$ cat config.mk
export PLATFORM = sky130hd
export DESIGN_NAME = au_incdec_counter_flat
export DESIGN_NICKNAME = d
export VERILOG_FILES = /design/src/rtl/au_incdec_counter_pkg.sv /design/src/rtl/au_incdec_counter_if.sv /design/src/rtl/au_incdec_counter_step.sv /design/src/rtl/au_incdec_counter.sv /design/src/flat_wrapper.sv
export SDC_FILE = /design/constraint.sdc
export NUM_CORES = 1
export LEC_CHECK = 0
export BUFFER_PORTS_ARGS = -buffer_cell sky130_fd_sc_hd__buf_2
export CORE_MARGIN = 5
export CORE_UTILIZATION = 40
export CTS_CLUSTER_SIZE = 14
export DETAILED_ROUTE_END_ITERATION = 6
export PLACE_DENSITY = 0.76
export SLEW_MARGIN = 20
export SYNTH_ARGS = -nofsm -noshare
export SYNTH_HDL_FRONTEND = slang
export SYNTH_SLANG_ARGS = --single-unit
$ cat constraint.sdc
create_clock -name clk -period 2.6 [get_ports clk]
set_clock_uncertainty 0.15 [all_clocks]
set_input_delay 0.52 -clock clk [delete_from_list [all_inputs] [get_ports clk]]
set_output_delay 0.52 -clock clk [all_outputs]
set_load 0.005 [all_outputs]
$ cat src/rtl/au_incdec_counter_pkg.sv
// ---------------------------------------------------------------------------
// au_incdec_pkg
// Shared definitions for the au_incdec_counter family:
//   - nxt_sel_e : next-state priority encoding (reset > load > step > hold)
//   - cnt_top   : largest count value for a WIDTH / MOD_VAL pair
//   - params_ok : legality check for the counter parameter set
// Optional feature macro used by the counter: AU_INCDEC_CNT_SAT_EN.
// ---------------------------------------------------------------------------
package au_incdec_pkg;

  typedef enum logic [1:0] {
    SEL_RST  = 2'd0,
    SEL_LOAD = 2'd1,
    SEL_STEP = 2'd2,
    SEL_HOLD = 2'd3
  } nxt_sel_e;

  // MOD_VAL-1 when a modulus is given, otherwise 2^WIDTH-1.
  function automatic longint unsigned cnt_top(input int width, input int mod_val);
    longint unsigned one;
    one = 1;
    if (mod_val > 0)   return longint'(mod_val) - 1;
    else if (width >= 64) return '1;
    else               return (one << width) - one;
  endfunction

  function automatic bit params_ok(input int width, input int mod_val,
                                   input int arch, input int rst_val);
    longint lim;
    if (width < 1) return 1'b0;
    if (arch < 0 || arch > 2) return 1'b0;
    if (mod_val < 0) return 1'b0;
    if (mod_val != 0) begin
      if (mod_val < 2) return 1'b0;
      if (width < 62) begin
        lim = longint'(1) << width;
        if (longint'(mod_val) > lim) return 1'b0;
      end
    end
    if (rst_val < 0) return 1'b0;
    if (longint'(rst_val) > longint'(cnt_top(width, mod_val))) return 1'b0;
    return 1'b1;
  endfunction

endpackage

$ cat src/rtl/au_incdec_counter_if.sv
// ---------------------------------------------------------------------------
// au_incdec_counter_if
// Control/data bundle of the up/down counter.
//   master : drives en, ci, inc_dec, load, d, clr_ovf (and sat), reads q/co/tc/ovf
//   slave  : the counter side
// The sat signal exists only when AU_INCDEC_CNT_SAT_EN is defined.
// ---------------------------------------------------------------------------
interface au_incdec_counter_if #(parameter int WIDTH = 8) ();
  logic             en;
  logic             ci;
  logic             inc_dec;
  logic             load;
  logic [WIDTH-1:0] d;
`ifdef AU_INCDEC_CNT_SAT_EN
  logic             sat;
`endif
  logic             clr_ovf;
  logic [WIDTH-1:0] q;
  logic             co;
  logic             tc;
  logic             ovf;

`ifdef AU_INCDEC_CNT_SAT_EN
  modport master (output en, ci, inc_dec, load, d, sat, clr_ovf,
                  input  q, co, tc, ovf);
  modport slave  (input  en, ci, inc_dec, load, d, sat, clr_ovf,
                  output q, co, tc, ovf);
`else
  modport master (output en, ci, inc_dec, load, d, clr_ovf,
                  input  q, co, tc, ovf);
  modport slave  (input  en, ci, inc_dec, load, d, clr_ovf,
                  output q, co, tc, ovf);
`endif
endinterface

$ cat src/rtl/au_incdec_counter_step.sv
// ---------------------------------------------------------------------------
// au_incdec_step
// Combinational +/-1 step with carry-in/carry-out.
//   a_i   : operand          ci_i : step request (0 passes a_i through)
//   dec_i : 0 inc, 1 dec     s_o  : result        co_o : carry/borrow out
// ARCH selects the carry structure: 0 ripple, 1 Kogge-Stone prefix,
// 2 behavioural add/subtract.
// ---------------------------------------------------------------------------
module au_incdec_step #(
  parameter int WIDTH = 8,
  parameter int ARCH  = 0
) (
  input  logic [WIDTH-1:0] a_i,
  input  logic             ci_i,
  input  logic             dec_i,
  output logic [WIDTH-1:0] s_o,
  output logic             co_o
);

  // A carry reaches bit i when ci and every lower bit propagates; a bit
  // propagates when it is 1 (increment) or 0 (decrement).
  logic [WIDTH-1:0] p;
  assign p = a_i ^ {WIDTH{dec_i}};

  if (ARCH == 2) begin : g_behav
    logic [WIDTH:0] ext;
    always_comb begin
      ext = '0;
      if (dec_i) ext = {1'b0, a_i} - {{WIDTH{1'b0}}, ci_i};
      else       ext = {1'b0, a_i} + {{WIDTH{1'b0}}, ci_i};
    end
    assign s_o  = ext[WIDTH-1:0];
    assign co_o = ext[WIDTH];
  end else if (ARCH == 1) begin : g_prefix
    logic [WIDTH:0] cur;
    logic [WIDTH:0] nxt;
    always_comb begin
      cur = {p, ci_i};
      nxt = '0;
      for (int l = 0; (1 << l) <= WIDTH; l++) begin
        nxt = cur;
        for (int k = 0; k <= WIDTH; k++) begin
          if (k >= (1 << l)) nxt[k] = cur[k] & cur[k - (1 << l)];
        end
        cur = nxt;
      end
    end
    assign s_o  = a_i ^ cur[WIDTH-1:0];
    assign co_o = cur[WIDTH];
  end else begin : g_ripple
    logic carry;
    always_comb begin
      carry = ci_i;
      s_o   = '0;
      for (int i = 0; i < WIDTH; i++) begin
        s_o[i] = a_i[i] ^ carry;
        carry  = carry & p[i];
      end
      co_o = carry;
    end
  end

endmodule

$ cat src/rtl/au_incdec_counter.sv
// ---------------------------------------------------------------------------
// au_incdec_counter
// Registered up/down counter with programmable modulus, synchronous load,
// registered carry/borrow pulse, terminal-count flag and sticky overflow.
//   clk, rst : clock, synchronous active-high reset
//   bus      : au_incdec_counter_if.slave (en, ci, inc_dec, load, d,
//              clr_ovf, [sat] in; q, co, tc, ovf out)
// Optional saturation mode is compiled in with AU_INCDEC_CNT_SAT_EN.
// ---------------------------------------------------------------------------
module au_incdec_counter
  import au_incdec_pkg::*;
#(
  parameter int WIDTH   = 8,
  parameter int MOD_VAL = 0,
  parameter int ARCH    = 0,
  parameter int RST_VAL = 0
) (
  input  logic              clk,
  input  logic              rst,
  au_incdec_counter_if.slave bus
);

  localparam logic [WIDTH-1:0] TOP   = WIDTH'(cnt_top(WIDTH, MOD_VAL));
  localparam logic [WIDTH-1:0] RST_Q = WIDTH'(RST_VAL);

  if (!params_ok(WIDTH, MOD_VAL, ARCH, RST_VAL)) begin : g_bad_params
    $fatal(1, "au_incdec_counter: illegal parameters WIDTH=%0d MOD_VAL=%0d ARCH=%0d RST_VAL=%0d",
           WIDTH, MOD_VAL, ARCH, RST_VAL);
  end

  logic [WIDTH-1:0] q_q, q_d;
  logic             co_q, co_d;
  logic             ovf_q, ovf_d;
  logic             step, step_co, wrap, sat_hit, clamp, ovf_set;
  logic             at_top, at_zero;
  logic [WIDTH-1:0] step_s, stepped;
  nxt_sel_e         sel;

  assign step    = bus.en & bus.ci;
  assign at_top  = (q_q == TOP);
  assign at_zero = (q_q == '0);

  au_incdec_step #(.WIDTH(WIDTH), .ARCH(ARCH)) u_step (
    .a_i  (q_q),
    .ci_i (step),
    .dec_i(bus.inc_dec),
    .s_o  (step_s),
    .co_o (step_co)
  );

  // Natural wrap is the step carry; a modulus needs its own TOP/zero detect.
  assign wrap    = (MOD_VAL == 0) ? step_co
                                  : (step & (bus.inc_dec ? at_zero : at_top));
  assign stepped = wrap ? (bus.inc_dec ? TOP : '0) : step_s;

`ifdef AU_INCDEC_CNT_SAT_EN
  assign sat_hit = wrap & bus.sat;
`else
  assign sat_hit = 1'b0;
`endif

  // Only a short modulus can leave load values above TOP.
  if (MOD_VAL > 0 && WIDTH < 62 && longint'(MOD_VAL) < (longint'(1) << WIDTH)) begin : g_clamp
    assign clamp = (bus.d > TOP);
  end else begin : g_noclamp
    assign clamp = 1'b0;
  end

  always_comb begin
    if (rst)           sel = SEL_RST;
    else if (bus.load) sel = SEL_LOAD;
    else if (step)     sel = SEL_STEP;
    else               sel = SEL_HOLD;
  end

  always_comb begin
    q_d     = q_q;
    co_d    = 1'b0;
    ovf_set = 1'b0;
    case (sel)
      SEL_RST:  q_d = RST_Q;
      SEL_LOAD: begin
        q_d     = clamp ? TOP : bus.d;
        ovf_set = clamp;
      end
      SEL_STEP: begin
        if (sat_hit) begin
          ovf_set = 1'b1;
        end else begin
          q_d     = stepped;
          co_d    = wrap;
          ovf_set = wrap;
        end
      end
      default: q_d = q_q;
    endcase
    // A new overflow event outranks a clear in the same cycle.
    ovf_d = (sel == SEL_RST) ? 1'b0 : (ovf_set | (ovf_q & ~bus.clr_ovf));
  end

  // Register stage: q, co, ovf
  always_ff @(posedge clk) begin
    if (rst) begin
      q_q   <= RST_Q;
      co_q  <= 1'b0;
      ovf_q <= 1'b0;
    end else begin
      q_q   <= q_d;
      co_q  <= co_d;
      ovf_q <= ovf_d;
    end
  end

  assign bus.q   = q_q;
  assign bus.co  = co_q;
  assign bus.ovf = ovf_q;
  assign bus.tc  = bus.inc_dec ? at_zero : at_top;

endmodule

$ cat src/flat_wrapper.sv
// flat-port wrapper written by rule: the top's interface ports become plain ports
module au_incdec_counter_flat import au_incdec_pkg::*;
#(
  parameter int WIDTH   = 8,
  parameter int MOD_VAL = 0,
  parameter int ARCH    = 0,
  parameter int RST_VAL = 0
)
  (clk, rst, bus_en, bus_ci, bus_inc_dec, bus_load, bus_d, bus_clr_ovf, bus_q, bus_co, bus_tc, bus_ovf);
  au_incdec_counter_if #(.WIDTH(WIDTH)) bus_i ();
  input  logic clk;
  input  logic rst;
  input wire logic [$bits(bus_i.en)-1:0] bus_en;
  input wire logic [$bits(bus_i.ci)-1:0] bus_ci;
  input wire logic [$bits(bus_i.inc_dec)-1:0] bus_inc_dec;
  input wire logic [$bits(bus_i.load)-1:0] bus_load;
  input wire logic [$bits(bus_i.d)-1:0] bus_d;
  input wire logic [$bits(bus_i.clr_ovf)-1:0] bus_clr_ovf;
  output wire logic [$bits(bus_i.q)-1:0] bus_q;
  output wire logic [$bits(bus_i.co)-1:0] bus_co;
  output wire logic [$bits(bus_i.tc)-1:0] bus_tc;
  output wire logic [$bits(bus_i.ovf)-1:0] bus_ovf;
  assign bus_i.en = bus_en;
  assign bus_i.ci = bus_ci;
  assign bus_i.inc_dec = bus_inc_dec;
  assign bus_i.load = bus_load;
  assign bus_i.d = bus_d;
  assign bus_i.clr_ovf = bus_clr_ovf;
  assign bus_q = bus_i.q;
  assign bus_co = bus_i.co;
  assign bus_tc = bus_i.tc;
  assign bus_ovf = bus_i.ovf;
  au_incdec_counter #(.WIDTH(WIDTH), .MOD_VAL(MOD_VAL), .ARCH(ARCH), .RST_VAL(RST_VAL)) u_core (.clk(clk), .rst(rst), .bus(bus_i));
endmodule
# [Yosys cells after proc, flatten, opt, wreduce, memory -nomap -nowiden]
# Cells that the tools add are included.
[op_classes] n_eq_ne=3 n_mux=8 bitwise=21 n_reduce_logical=4
[ops] cell="case mux 8 bit (3 select lines)" n=1
[ops] cell="two-way mux 8 bit" n=2
[ops] cell="AND 1 bit" n=10
[ops] cell="equality test 8 bit, second input constant" n=1
[ops] cell="zero test 8 bit" n=1
[ops] cell="bitwise XOR 1 bit" n=8
[ops] cell="bitwise XOR 8 bit" n=1
[ops] cell="two-way mux 2 bit" n=2
[ops] cell="two-way mux 1 bit" n=3
[ops] cell="nonzero test 3 bit" n=1
[ops] cell="equality test 2 x 1 -> 1 bit, second input constant" n=1
[ops] cell="equality test 2 bit, second input constant" n=1
[ops] cell="zero test 2 bit" n=1
[ops] cell="OR reduction 2 bit" n=1
[ops] cell="inverter 1 bit" n=1
[ops] cell="OR 1 bit" n=1
[totals] reg_bits=10 input_bits=15 out_inout_bits=11 elab_cells=39

# [Logic depth before layout (Yosys ltp)]
[logic_depth] depth_word=11 depth_mapped=6 depth_no_buf=5

# [Hierarchy]
# Synthesis repeated with hierarchy kept, for this count alone.
[unflattened] hier_cells=94 area_unflattened_um2=854.6
[modules_own_cells] mod="au_incdec_counter" instances=1 cells_per_inst=59 area_per_inst_um2=575.6 seq_area_each_um2=200.2
[modules_own_cells] mod="au_incdec_step" instances=1 cells_per_inst=35 area_per_inst_um2=279.0 seq_area_each_um2=0.0

# [Worst setup path after synthesis]
# No wires, ideal clock.
[synth_timing] path_kind="register to register" startpoint="register u_core.q_q[0] (netlist: u_core.bus.q[0])" endpoint="register u_core.q_q[0] (netlist: u_core.bus.q[0])" setup_ns=0.095 t_arrival_ns=1.723 t_required_ns=2.355 slack_ns=0.631 stages_incl_launch_ff=7 n_path_buf=1 period_less_slack_ns=1.969 cell_sequence="dfxtp_1 buf_6 or4b_4 a21oi_4 and3_4 o21ai_1 a221oi_1"
[synth_via] elab_chain_len=11 word_cells_on_any_way=12 cone_classes="mux: 2; bitwise: 10"
[synth_rtl] element="from (decl)" line_no="au_incdec_counter.sv:31" text="logic [WIDTH-1:0] q_q, q_d;"
[synth_rtl] element="from (signal assigned)" line_no="au_incdec_counter.sv:108" text="q_q <= q_d;"
[synth_rtl] element="bitwise XOR 8 bit" line_no="au_incdec_counter_step.sv:23" text="assign p = a_i ^ {WIDTH{dec_i}};"
[synth_rtl] element="AND 1 bit (8 in series)" line_no="au_incdec_counter_step.sv:57" text="carry = carry & p[i];"
[synth_rtl] element="two-way mux 8 bit *" line_no="au_incdec_counter.sv:54" text="assign stepped = wrap ? (bus.inc_dec ? TOP : '0) : step_s;"
[synth_rtl] element="case mux 8 bit (3 select lines) *" line_no="au_incdec_counter.sv:80" text="case (sel)"
# Every way passes the cells marked *; elsewhere a longest branch is shown, timed or not.
# A chain may end at the register's enable or synchronous reset.

# [Worst setup path after layout]
[layout_timing] startpoint="register u_core.q_q[4] (netlist: u_core.bus.q[4])" endpoint="output bus_tc"
[layout_via] elab_chain_len=2 word_cells_on_any_way=3 cone_classes="eq/ne: 1; mux: 1; reduce/logical: 1"
[layout_rtl] element="equality test 8 bit / zero test 8 bit (equally long branches)" line_no="au_incdec_counter.sv:40, au_incdec_counter.sv:41"
[layout_rtl] element="two-way mux 1 bit *" line_no="au_incdec_counter.sv:117" text="assign bus.tc = bus.inc_dec ? at_zero : at_top;"
[layout_rtl] element="to (decl)" line_no="flat_wrapper.sv:21" text="output wire logic [$bits(bus_i.tc)-1:0] bus_tc;"
# Marked as above.

==> summary.md <==
| Metric | Value |
|---|---|
| Outcome | complete, no violations |
| Post-synth EDFFs | 0 |
| Setup bufs post-CTS | 0 |
| Yosys cell types | 35 |
| Detailed Route Iter0 Violations | 11 |
| Via count | approximately 810 |
| Max-cap violations | 0 |
| Hold Crit Class | input pin to flip-flop |
| Mapped Nets | between 100 and 150 |
| CTS buffer count | 3 |
| Final std cell area, no fill | 945 um2 |
| Endpoints failing hold | 0 |
| Post-DP HPWL | 1490 um |
| Routed wire per std cell | approximately 14 um |
| Maximum vdd ir drop | approximately 0.24 mV |
| Final Max Tran Viols | 0 |
| Die height | roughly 54 um |
| Util after Layout | between 40% and 50% |
| Port bufs | 25 |
| CTS H-Tree Depth | 1 |
| Total Neg Setup Slack | 0 ns |
| Synth top area cells | dfxtp_1 (25%), xnor2_1 (5.6%), a21oi_1 (4.5%) |
| Most frequent cells in the layout | buf_2 (25), dfxtp_1 (10), nand2_1 (7), a21oi_1 (7), o21ai_0 (7) |
| Critical Path Fanout Max | 10 |
| Layout cells sized above 1 | between 30% and 40% |
| Async set-reset flop share out of synthesis | 0% |
| Synth Flop Type | dfxtp_1 |
| Initial antenna violation count | 0 |
| Post-synth top area cell | dfxtp_1 |
| Largest net degree at the start of global routing | 14 |
| Fillers | around 210 |
| P&R area growth vs syn | 20.2% |
| Post-route ant nets | 0 |
| Synth Cell Area | around 790 um2 |
| Post-Synthesis Cells | 97 |
| CP cell instances | or4b_4 -> nor3_1 -> a21o_1 -> buf_2 |
| Leakage power | 0.382 nW |
| Final worst path period share | between 80% and 90% |
| Slew headroom | around 67% |
| Commonest non-fill, non-tap cell in the layout | buf_2 |
| Fmax | approximately 0.43 GHz |
| Die area | 2950 um2 |
| CTS clk-pin slew, worst paths | approximately 0.080 ns |
| Remaining Overflow, GRT | 0 |
| Via density | 5.44 |
| Critical Path RT | 1.93 ns |
| CP Buf/Inv Count | 1 |
| Final setup vio count | 0 |
| Worst endpoint data arrival time | about 1.6 ns |
| DR pass1 iterations | 4 |
| Clk buf depth | 2 |
| Hold buffer count at cts | 0 |
| Clk_lat worst skew | 0.28 ns |
| Synth Register Bits | 10 |
| Placed instance area | 908 um2 |
| Critical Setup Path Class | flip-flop to output pin |
| Multi-input gate area | 527 um2 |
| Routability cong. | 0.873 |
| Sequential standard cell area | 200 um2 |
| CTS tree | done |
| CP endpoint kind | output pin |
| Seq/Total Area, Yosys | 25.5% |
| Top cell type's share of synthesized area | 25.5% |
| Antenna diodes | 0 |
| DRC errors left | 0 |
| Starting density of the core | between 40% and 50% |
| Mean post-synth cell area | 8.10 um2 |
| Num Clock Sinks | 10 |
| Vias in the first global route | between 700 and 800 |
| Io pins | 26 |
| Crit path time final | approximately 2.3 ns |
| GRT Overall Usage | about 15% |
| Crit-path slowest cell | or4b_4 |
| Row Count | 16 |
| CORE AREA | approximately 1900 um2 |
| Total Power | about 420 uW |
| Unrepaired setup endpoints after global routing | no |
| Syn. warnings | 0 |
| # resized after CTS | 0 |
| Die width | approximately 54 um |
| Top delay family on crit path | simple AND/OR/NAND/NOR gates |
| CP startpoint kind | flip-flop |
| Clock Root Buffer | clkbuf_4 |
| Slowest cell delay on critical path | ~0.57 ns |
| Final wirelength | 2030 um |
| Worst Max-Slew Pin Slew | just under 0.5 ns |
| PD cells | around 440 nW/um2 |
| Global-route wire length before repair | ~3300 um |
| NumNets Final | about 140 |
[worst paths after layout]
kind,startpoint,to,slack (ns),cells past startpoint
worst max-delay path,u_core.bus.q[4],bus_tc,0.29,4
worst max register to register,u_core.bus.q[0],u_core.bus.q[0],0.47,5
worst min-delay path,bus_load,u_core.bus.co,0.30,2
worst min register to register,u_core.bus.ovf,u_core.bus.ovf,0.46,3
[per-layer routing]
layer	track usage (%)	wire [um]	share of wire, %
met5	0	0	0
met2	22.1	864	43
met1	21.7	1010	50
met3	3.27	125	6.2
met4	7.47	34	1.7
[where the power goes]
group / internal [mW] / total, mW / switching, mW
logic: 0.0452 / 0.0919 / 0.0468
registers: 0.161 / 0.176 / 0.0150
clock network: 0.0853 / 0.151 / 0.0661
[synth_stat cells (2+ instances only)]
| cell | count |
|---|---|
| a21oi_1 | 7 |
| a221oi_1 | 4 |
| a31oi_1 | 2 |
| buf_2 | 2 |
| buf_4 | 2 |
| dfxtp_1 | 10 |
| inv_1 | 6 |
| nand2_1 | 7 |
| nand3_1 | 2 |
| nand4b_1 | 2 |
| nor2_1 | 5 |
| nor2b_1 | 4 |
| nor3_1 | 4 |
| nor3b_2 | 2 |
| o21ai_0 | 7 |
| o21ai_1 | 4 |
| o22ai_1 | 2 |
| or4b_4 | 2 |
| xnor2_1 | 5 |
| xor2_1 | 3 |
[final cells by class]
| class | instances | share of cell area, % |
|---|---|---|
| multi-input cells | 76 | 55.8 |
| flip-flops and latches | 10 | 21.2 |
| repair buffers | 25 | 13.2 |
| clock buffers | 4 | 3.84 |
| well taps | 27 | 3.58 |
| inverters | 6 | 2.38 |
[stage by stage]
stage          worst slack [ns]  std cells  hold WS, ns
2_1_floorplan             0.631         97        0.402
3_3_place_gp              0.342        144        0.436
3_5_place_dp              0.287        144        0.439
4_1_cts                   0.295        148        0.313
5_1_grt                   0.215        148        0.315
6_report                  0.293        148        0.303
[flip-flops by register name (all words and copies together), names as in the netlist]
signal	cells
u_core.bus.co	1
u_core.bus.ovf	1
u_core.bus.q	8
[cells by family (layout without fill, tap and decap cells)]
logic type	Yosys count	in the layout	synth area share, %
AND/OR/NAND/NOR	34	34	27.6
flip-flops	10	10	25.5
XOR/XNOR	8	8	8.92
buffers and inverters	11	35	7.48
AO/OA/AOI/OAI	32	32	27.9
multiplexers	2	2	2.71
No activity file was read; power rests on OpenSTA's default activity.
